## src/rtl/traffic_phase_controller.sv

```systemverilog
// N-way traffic phase sequencer: GREEN -> YELLOW -> ALL_RED with emergency preemption,
// congestion priority, minimum-green protection and round-robin skipping of empty approaches.
module traffic_phase_controller #(
  parameter int NUM_DIR     = 4,
  parameter int GREEN_MAX   = 10,
  parameter int GREEN_MIN   = 3,
  parameter int YELLOW_TIME = 4,
  parameter int ALLRED_TIME = 1,
  parameter int CNT_W       = 8
) (
  input  logic                       clk,
  input  logic                       rst,
  input  logic                       tick,
  input  logic [NUM_DIR-1:0]         emergency,
  input  logic [NUM_DIR-1:0]         jam,
  input  logic [NUM_DIR-1:0]         empty,
  output logic [3*NUM_DIR-1:0]       lights,
  output logic [$clog2(NUM_DIR)-1:0] active_dir,
  output logic [1:0]                 phase,
  output logic                       preempted
);

  localparam int AW = $clog2(NUM_DIR);
  localparam logic [CNT_W-1:0] G_LAST  = CNT_W'(GREEN_MAX - 1);
  localparam logic [CNT_W-1:0] G_MIN_L = CNT_W'(GREEN_MIN - 1);
  localparam logic [CNT_W-1:0] Y_LAST  = CNT_W'(YELLOW_TIME - 1);
  localparam logic [CNT_W-1:0] AR_LAST = CNT_W'(ALLRED_TIME - 1);

  // Encoding doubles as the phase output code.
  typedef enum logic [1:0] {
    GREEN   = 2'b00,
    YELLOW  = 2'b01,
    ALL_RED = 2'b10
  } state_t;

  state_t           state, state_n;
  logic [CNT_W-1:0] cnt, cnt_n;
  logic [AW-1:0]    dir_n, pick_dir;
  logic             pre_n;
  logic [NUM_DIR-1:0] dir_mask;
  logic             own_emg, other_emg, own_jam, other_jam, own_empty;

  assign dir_mask  = NUM_DIR'(1) << active_dir;
  assign own_emg   = emergency[active_dir];
  assign other_emg = |(emergency & ~dir_mask);
  assign own_jam   = jam[active_dir];
  assign other_jam = |(jam & ~dir_mask);
  assign own_empty = empty[active_dir];

  // Next-green selection; lower-priority rules are written first so higher ones override.
  always_comb begin
    // NOTE: every combinational output gets a default first so no path can infer a latch.
    pick_dir = AW'((int'(active_dir) + 1) % NUM_DIR);
    for (int k = NUM_DIR; k >= 1; k--) begin
      if (!empty[AW'((int'(active_dir) + k) % NUM_DIR)])
        pick_dir = AW'((int'(active_dir) + k) % NUM_DIR);
    end
    for (int i = NUM_DIR - 1; i >= 0; i--) begin
      if (jam[AW'(i)] && !(|emergency)) pick_dir = AW'(i);
    end
    for (int i = NUM_DIR - 1; i >= 0; i--) begin
      if (emergency[AW'(i)]) pick_dir = AW'(i);
    end
  end

  always_ff @(posedge clk or posedge rst) begin
    if (rst) begin
      state      <= ALL_RED;
      cnt        <= '0;
      active_dir <= AW'(NUM_DIR - 1);
      preempted  <= 1'b0;
    end else begin
      // NOTE: non-blocking assignments so all state registers update from pre-edge values.
      state      <= state_n;
      cnt        <= cnt_n;
      active_dir <= dir_n;
      preempted  <= pre_n;
    end
  end

  always_comb begin
    state_n = state;
    cnt_n   = cnt;
    dir_n   = active_dir;
    pre_n   = preempted;
    unique case (state)
      GREEN: begin
        if (own_emg) begin
          cnt_n = '0;
        end else if (other_emg) begin
          state_n = YELLOW;
          cnt_n   = '0;
        end else if (tick) begin
          if (cnt == G_LAST ||
              (cnt >= G_MIN_L && ((own_empty && !own_jam) || other_jam))) begin
            state_n = YELLOW;
            cnt_n   = '0;
          end else begin
            cnt_n = cnt + 1'b1;
          end
        end
      end
      YELLOW: begin
        if (tick) begin
          if (cnt == Y_LAST) begin
            state_n = ALL_RED;
            cnt_n   = '0;
          end else begin
            cnt_n = cnt + 1'b1;
          end
        end
      end
      ALL_RED: begin
        if (tick) begin
          if (cnt == AR_LAST) begin
            state_n = GREEN;
            cnt_n   = '0;
            dir_n   = pick_dir;
            pre_n   = |emergency;
          end else begin
            cnt_n = cnt + 1'b1;
          end
        end
      end
      default: begin
        state_n = ALL_RED;
        cnt_n   = '0;
      end
    endcase
  end

  // Lamp decode straight from the state registers; only the active approach can be non-red.
  always_comb begin
    phase  = state;
    lights = {NUM_DIR{3'b100}};
    for (int i = 0; i < NUM_DIR; i++) begin
      if (active_dir == AW'(i)) begin
        if (state == GREEN)       lights[3*i +: 3] = 3'b001;
        else if (state == YELLOW) lights[3*i +: 3] = 3'b010;
      end
    end
  end

endmodule

```

## config.mk

```make
export PLATFORM = sky130hd
export DESIGN_NAME = traffic_phase_controller
export DESIGN_NICKNAME = d
export VERILOG_FILES = /design/src/rtl/traffic_phase_controller.sv
export SDC_FILE = /design/constraint.sdc
export NUM_CORES = 1
export LEC_CHECK = 0
export CAP_MARGIN = 10
export CORE_UTILIZATION = 40
export CTS_CLUSTER_SIZE = 8
export DETAILED_ROUTE_END_ITERATION = 7
export HOLD_SLACK_MARGIN = 0.03
export PLACE_DENSITY = 0.75
export REMOVE_ABC_BUFFERS = 1
export SETUP_SLACK_MARGIN = 0.4
export SKIP_LAST_GASP = 1
export SLEW_MARGIN = 25
export SYNTH_ARGS = -nofsm -noshare
export SYNTH_HDL_FRONTEND = slang
export SYNTH_SLANG_ARGS = --single-unit
```

## constraint.sdc

```tcl
create_clock -name clk -period 3.4 [get_ports clk]
set_input_delay 0.68 -clock clk [delete_from_list [all_inputs] [get_ports clk]]
set_output_delay 0.68 -clock clk [all_outputs]
set_load 0.005 [all_outputs]
```

### Word-level counts from Yosys, hierarchy flattened

Index checks and enable logic that the tools add are counted.

* input bits: 15
* output and inout bits: 17
* flip-flop bits (word level): 13
* word-level logic and storage cells: 101

* shift-type cells: 1
* order comparisons: 6
* add/sub/neg operators: 5
* reductions and logical operators: 17
* equal/unequal tests: 15
* mux-type cells: 50
* bitwise gates (word level): 3

Operator list (count)
* 2-to-1 mux 8 bit: 8
* 2-to-1 mux 2 bit: 16
* one-hot mux 8 bit (3 select lines): 1
* 2-to-1 mux 3 bit: 6
* < comparator 2 x 4 -> 1 bit, second input constant: 4
* binary-select mux 1 bit (select 2 bit): 7
* OR reduction 4 bit: 3
* 2-to-1 mux 1 bit: 11
* != test 2 bit, second input constant: 5
* adder 8 x 1 -> 8 bit, second input constant: 1
* bitwise AND 4 bit: 2
* equality test 8 x 2 -> 1 bit, second input constant: 1
* equality test 8 x 4 -> 1 bit, second input constant: 1
* greater-or-equal comparator 8 x 2 -> 1 bit, second input constant: 1
* logical NOT 8 bit: 1
* AND reduction 7 bit: 1
* equality test 2 bit, second input constant: 3
* != test 3 bit, second input constant: 2
* one-hot mux 2 bit (3 select lines): 1
* AND reduction 3 bit: 2
* adder 2 x 1 -> 2 bit, second input constant: 2
* adder 2 bit, second input constant: 2
* equality test 2 x 1 -> 1 bit, second input constant: 2
* logical AND 1 bit: 4
* 7 further kinds: 10

### Logic depth before layout (Yosys ltp)

Gate-level depths: netlist of run 1.

* depth after elaboration: 12
* mapped depth: 10
* mapped depth without buffers: 8

### Worst setup path before layout of run 1

Ideal clock, no wire load.

* path kind: register to register
* from: reg active_dir[0]
* to: reg cnt[7]
* setup time: 87 ps
* period minus slack after synthesis: 2469 ps
* path slack: 931 ps
* cell stages (with the launch flop): 10
* arrival: 2383 ps
* path buffers: 1
* required time: 3313 ps
* cells stage by stage: dfstp_2 > clkbuf_1 > inv_1 > ha_1 > nand2b_1 > o2111ai_1 > o21ai_1 > and2_1 > or4_1 > o211ai_1

* longest elaborated chain between the ends: 12
* elaborated cells between the ends (all ways): 24
* those cells by class: 1 x eq/ne; 1 x shift; 11 x mux; 3 x bitwise; 8 x reduce/logical

RTL lines
* start: declaration: line 18 `output logic [$clog2(NUM_DIR)-1:0] active_dir,`
* start signal: assignment: line 70 `active_dir <= AW'(NUM_DIR - 1);`
* start signal: assignment: line 76 `active_dir <= dir_n;`
* binary-select mux 1 bit (select 2 bit) or << shifter 1 x 2 -> 4 bit (tied branches): line 46, 43
* 2-to-1 mux 1 bit (not written as such) or inverter 4 bit (tied branches): line 46, 45, 47
* logical NOT 1 bit or bitwise AND 4 bit (tied branches): line 95, 47
* logical AND 1 bit or OR reduction 4 bit (tied branches): line 95, 47
* logical OR 1 bit: line 95 `(cnt >= G_MIN_L && ((own_empty && !own_jam) || other_jam))) begin`
* logical AND 1 bit: line 95
* logical OR 1 bit: line 94 `if (cnt == G_LAST ||`
* 2-to-1 mux 8 bit: line 94
* 2-to-1 mux 8 bit: line 93 `end else if (tick) begin`
* 2-to-1 mux 8 bit: line 90 `end else if (other_emg) begin`
* 2-to-1 mux 8 bit: line 88 `if (own_emg) begin`
* one-hot mux 8 bit (3 select lines): line 86 `unique case (state)`
* end signal: assignment: line 75 `cnt <= cnt_n;`
* end: declaration: line 37 `logic [CNT_W-1:0] cnt, cnt_n;`

Several ways; a longest one is shown, not always the timed one. The select of a mux whose other input is x is not followed.
A chain may end at the register's enable or synchronous reset.

### Worst setup path after layout of run 1

* from: reg active_dir[0]
* to: out lights[6]

* longest elaborated chain between the ends: 2

RTL lines
* equality test 2 bit: line 137 `if (active_dir == AW'(i)) begin`
* 2-to-1 mux 3 bit: line 137
* end: declaration: line 17 `output logic [3*NUM_DIR-1:0] lights,`

No other way between the ends.

==> run_results.csv, run 1 <==
group,metric,value,unit
yosys,synth.largest_area_cell,"dfrtp_1",
clocking,cts-root-buf,"clkbuf_4",
sta,setup_viol,0,
floorplan,dieArea,0.00353,mm²
clocking,clkSinkCount,13,
sta,min_period,2.77,ns
final_layout,final_area,0.00167,mm²
drt,drtIter0Drc,58,
sta,fin_crit_sh,0.814,
final_layout,area_growth_syn_to_layout,26.7,%
drt,dr.pass1.iters,6,
final_layout,final_nets,215,
yosys,synth.cell_area,0.00132,mm²
clocking,postCtsHoldBufs,0,
clocking,clock_latency,0.28,ns
clocking,htree_levels,1,
floorplan,core_area,0.00310,mm²
drt,vias_per_cell,5.57,
worst_setup_path,critPathArrivalTime,2.09,ns
drt,final_antenna_net_count,0,
sta,fmax,361,MHz
worst_setup_path,crit_start,"active_dir[0]$_DFFE_PP1P_",
yosys,synthTopCellsByArea,"dfrtp_1, ha_1, nand2b_1",
global_routing,grt-ovfl-total,0,
yosys,async_flop_share,1.00,
clocking,cts_resized,0,
worst_setup_path,worst_path_max_delay_cell,"dfstp_2",
yosys,seq_area_frac_synth,0.249,
global_routing,antenna_found_initial,0,
drt,drc,0,
sta,slew_viol_final,0,
yosys,yosysUniqueCellTypes,44,
yosys,yosys_warnings,0,
global_routing,grt.total_usage,0.191,
sta,finalSetupTns,0,ns
drt,via_count,1309,
drt,post_drt_wl_per_cell,13.4,µm
power,p_leak,0.000685,µW
yosys,synthCells,163,
placement,gp_congestion,0.838,
final_layout,layout-drive-gt1-share,0.0838,
global_routing,grt_max_degree,19,
worst_setup_path,crit_fanout,18,
yosys,synth_edf_count,0,
floorplan,die_h,59.4,µm
min_path,holdCritPathClass,"register to register",
clocking,post_cts_buffers,0,
worst_setup_path,worst_setup_path_end_kind,"primary output",
power,power_density,690,mW/mm²
floorplan,ios,32,
job,maxCapViolations,0,
sta,finalClockSkew,0.00960,ns
worst_setup_path,cp.required,2.72,ns
placement,placed_area,0.00165,mm²
yosys,synth_flop_cell,"dfrtp_1",
global_routing,grt_pass1_vias,1143,
floorplan,die_w,59.4,µm
clocking,clk_pin_slew,0.09,ns
floorplan,initial_core_util,0.425,
min_path,hp-start,"preempted$_DFFE_PP0P_",
yosys,ys_ff_latch,13,
run_status,status,"finished, final reports clean",
sta,max-slew-margin-rel,0.666,
sta,tightestPinTransition,0.501,ns
clocking,clockBufferDepth,2,
sta,rsz0062_at_grt,"no",
worst_setup_path,cpPeakStageDelay,0.74,ns
worst_setup_path,critical_path_class,"register to primary output",
power,fin_total_pwr,1150,µW
final_layout,antenna-diode-count,0,
placement,port_buffers,31,
worst_setup_path,worstPathCellList,"inv_1 > ha_1 > nand2b_1 > nor2_1 > clkdlybuf4s50_1",
yosys,avgSynthCellArea,8.10,µm²
global_routing,grt_first_pass_wirelength,5.14,mm
worst_setup_path,start_kind,"register",
power,ir_drop,325,µV
drt,wl,3.15,mm
worst_setup_path,reg2reg_from,"active_dir[0]$_DFFE_PP1P_",
final_layout,fillers,316,
placement,dp_hpwl,2.46,mm
clocking,cts_buffers,3,
sta,fin_hold_ws,0.509,ns
clocking,cts_tree,"done",
yosys,synth_top_area_frac,0.190,
floorplan,fp-row-count,20,
sta,finalHoldViolations,0,
where the power goes:
group	switching, µW	internal, µW
combinational	352	389
sequential	106	208
clock	53.3	45.6
worst max-delay path, delay by kind of cell, from the launching register on:
kind / cells / cell delay [ns]
and+or+nand+nor: 2 / 0.18
adders and majority gates: 1 / 0.26
buffers and inverters: 2 / 0.63
DFF: 1 / 0.74
routing by layer:
layer / track usage / vias to the layer above / share of wire
met5: 0 / - / 0
met1: 0.246 / 609 / 0.46
li1: - / 644 / -
met4: 0.0646 / 0 / 0.024
met3: 0.0240 / 9 / 0.050
met2: 0.327 / 47 / 0.46
layout by cell type (no fill, tap or decap), drive strengths merged, types with 3 or more instances in the layout:
cell and n:
a31oi 4, clkdlybuf4s50 31, and3 4, nor3 4
nand3 7, nor2b 5, clkbuf 4, o2bb2ai 5
o21ai 13, nand2b 16, mux2i 4, inv 11
dfrtp 10, dfstp 3, nand2 12, ha 8
nor2 15, a21oi 8, o2111ai 3
Yosys cell counts, drive strengths merged, types with 2 or more instances:
master and n:
a21o 2, a21oi 8, a31oi 4, and3 4
buf 5, clkbuf 2, dfrtp 10, dfstp 3
ha 8, inv 11, mux2 2, mux2i 4
mux4 2, nand2 12, nand2b 16, nand3 7
nor2 15, nor2b 5, nor3 4, nor4bb 2
o2111ai 3, o211ai 2, o21ai 13, o2bb2ai 5
logic make-up after synthesis:
logic type,count (synthesis),synth area share
buf+inv,18,0.0607
xor+xnor,1,0.00664
simple gates,71,0.298
fa+ha+maj,9,0.0834
mux,8,0.0815
compound gates,43,0.221
flops,13,0.249
registers in the layout, summed over array words and instances (netlist names):
signal and cells:
active_dir 2, phase 2, preempted 1, cnt 8
layout make-up:
class                           count  area, µm²  share of cell area
Clock buffer                        4       26.3              0.0157
Inverter                           11       41.3              0.0247
Multi-Input combinational cell    132        911               0.545
Sequential cell                    13        329               0.197
Tap cell                           44       55.1              0.0329
Timing Repair Buffer               31        310               0.185
stage by stage:
stage	utilization	setup WS (ns)	instances
finish	0.539	0.632	235
global route	0.539	0.466	235
CTS	0.539	0.606	235
detailed placement	0.531	0.521	231
global placement	0.531	0.601	231
floorplan	-	1.15	156
worst paths after layout:
| check | cells past startpoint | endpoint | slack [ns] |
|---|---|---|---|
| setup / recovery | 5 | lights[6] | 0.63 |
| hold / removal | 1 | preempted$_DFFE_PP0P_ | 0.51 |
| setup reg to reg | 8 | cnt[7]$_DFFE_PP0P_ | 0.90 |
| hold reg to reg | 1 | preempted$_DFFE_PP0P_ | 0.51 |
| max in group asynchronous | 2 | active_dir[0]$_DFFE_PP1P_ | 2.33 |
| min in group asynchronous | 2 | cnt[7]$_DFFE_PP0P_ | 0.72 |
(Power assumes the default switching activity.)
==> run 2, diff against run 1 <==
- clock period: 3.4 -> 2.65 ns (I/O delays scaled with it)
==> run 2 against run 1 <==
Compared with the run above: sequential share of layout area is 2.7 points lower; highest routed layer unchanged; via count grew 4.7%; global-route usage grew 1.5 points; critical path depth shrank 1; setup slack got worse by 0.30 ns; total power up 63%.
==> run_results.csv, run 2 (synthesis results as in run 1) <==
group,metric,value,unit
power,ir_drop,491,µV
drt,vias_per_cell,5.51,
clocking,htree_levels,1,
final_layout,final_cells,249,
drt,post_drt_wl_per_cell,14.0,µm
power,p_comb_frac,0.734,
clocking,clk_pin_slew,0.08,ns
final_layout,layout-drive-gt1-share,0.278,
sta,slew_viol_final,0,
placement,port_buffers,31,
sta,fmax,431,MHz
sta,tightestPinTransition,0.479,ns
drt,wl,3.48,mm
power,switching_share,0.439,
drt,drc,0,
floorplan,die_h,59.4,µm
worst_setup_path,crit_fanout,5,
clocking,clkSinkCount,13,
final_layout,area_growth_syn_to_layout,48.2,%
worst_setup_path,cpPeakStageDelay,0.68,ns
power,switchingPower,826,µW
sta,min_period,2.32,ns
drt,via_count,1371,
clocking,clock_latency,0.27,ns
floorplan,fp-row-count,20,
power,p_leak,0.000834,µW
final_layout,final_cell_mix,"clkdlybuf4s50_1, nor2_1, nand2b_1, nand2_1, buf_4",
placement,dp_hpwl,2.53,mm
drt,drtIter0Drc,63,
worst_setup_path,critPathArrivalTime,1.79,ns
floorplan,dieArea,0.00353,mm²
clocking,cts-root-buf,"clkbuf_4",
global_routing,grt.total_usage,0.206,
floorplan,core_area,0.00310,mm²
worst_setup_path,start_kind,"register",
sta,max-slew-margin-rel,0.680,
clocking,clockBufferDepth,2,
sta,finalClockSkew,0.00106,ns
global_routing,grt_first_pass_wirelength,5.62,mm
sta,finalHoldViolations,0,
sta,fin_crit_sh,0.875,
sta,setup_viol,0,
power,fin_total_pwr,1880,µW
power,power_density,961,mW/mm²
worst_setup_path,critical_path_class,"register to primary output",
final_layout,final_nets,229,
clocking,cts_tree,"done",
global_routing,grt_pass1_vias,1315,
drt,dr.pass1.iters,4,
job,maxCapViolations,0,
worst_setup_path,cp.required,2.12,ns
global_routing,grt-ovfl-total,0,
placement,gp_congestion,0.827,
sta,finalSetupTns,0,ns
sta,rsz0062_at_grt,"yes",
clocking,postCtsHoldBufs,0,
floorplan,die_w,59.4,µm
floorplan,ios,32,
floorplan,initial_core_util,0.425,
final_layout,top_register,"cnt",
power,clkPwrFrac,0.065,
placement,place_inst,237,
drt,final_antenna_net_count,0,
clocking,cts_buffers,3,
power,intPower,1050,µW
worst_setup_path,worst_path_max_delay_cell,"dfstp_4",
global_routing,grt_max_degree,14,
min_path,holdCritPathClass,"register to register",
global_routing,antenna_found_initial,0,
final_layout,largest_reg_flops,8,
final_layout,fillers,279,
power,p_seq_frac,0.201,
worst_setup_path,worstPathCellList,"ha_4 > nand2b_1 > nor2_1 > clkdlybuf4s50_1",
worst_setup_path,worst_setup_path_end_kind,"primary output",
final_layout,antenna-diode-count,0,
final_layout,layout_commonest_cell,"clkdlybuf4s50_1",
run_status,status,"finished, final reports clean",
run 2: worst max-delay path, delay by kind of cell, from the launching register on:
| kind | cells | cell delay, ns |
|---|---|---|
| flip-flops | 1 | 0.68 |
| adder cells (fa/ha/maj) | 1 | 0.15 |
| buffers and inverters | 1 | 0.50 |
| AND/OR/NAND/NOR | 2 | 0.17 |
run 2: area by class of cell:
type                       instances  area, µm²  share of cell area
inverter                          11       43.8              0.0224
clock buffer                       3       22.5              0.0115
timing repair buffer              45        423               0.216
tap                               44       55.1              0.0282
clock inverter                     1       5.00             0.00256
multi-input combinational        132       1070               0.549
sequential                        13        333               0.170
run 2: timing repair:
| action | 4_1_cts | 5_1_grt |
|---|---|---|
| resized for setup | 11 | 41 |
| cloned | 0 | 0 |
| endpoints found under the hold margin | 0 | 0 |
| endpoints found under the setup margin | 21 | 20 |
| pin swaps | 0 | 3 |
| buffers inserted | 7 | 1 |
run 2: metrics by stage:
| stage | setup WS, ns | utilization | hold WS [ns] | cell area, µm² |
|---|---|---|---|---|
| 6_report | 0.332 | 0.630 | 0.493 | 1960 |
| 3_5_place_dp | 0.151 | 0.545 | 0.466 | 1690 |
| 4_1_cts | 0.293 | 0.572 | 0.500 | 1780 |
| 3_3_place_gp | 0.211 | 0.545 | 0.490 | 1690 |
| 5_1_grt | 0.244 | 0.630 | 0.527 | 1960 |
| 2_1_floorplan | 0.396 | - | 0.405 | 1280 |
run 2: final timing paths:
check                      slack, ns                   endpoint                 startpoint  cells after the start
hold reg to reg                 0.49      preempted$_DFFE_PP0P_      preempted$_DFFE_PP0P_                      1
setup / recovery                0.33                 lights[10]  active_dir[0]$_DFFE_PP1P_                      4
max in group asynchronous       1.73  active_dir[1]$_DFFE_PP1P_                        rst                      2
min in group asynchronous       0.57         cnt[4]$_DFFE_PP0P_                        rst                      2
setup reg to reg                0.42         cnt[7]$_DFFE_PP0P_  active_dir[0]$_DFFE_PP1P_                      7
hold / removal                  0.49      preempted$_DFFE_PP0P_      preempted$_DFFE_PP0P_                      1
run 2: layer usage:
layer / wire, µm / global-route usage
met1: 1540 / 0.244
met4: 38 / 0.0476
met3: 132 / 0.0393
met2: 1770 / 0.380
met5: 0 / 0
run 2: power by group through the flow:
stage	combinational (µW)	clock (µW)	sequential [µW]
after floorplan	591	0	377
after global placement	978	0	380
after detailed placement	1010	0	384
after CTS	1100	123	356
after global routing	1510	134	392
final	1380	121	378
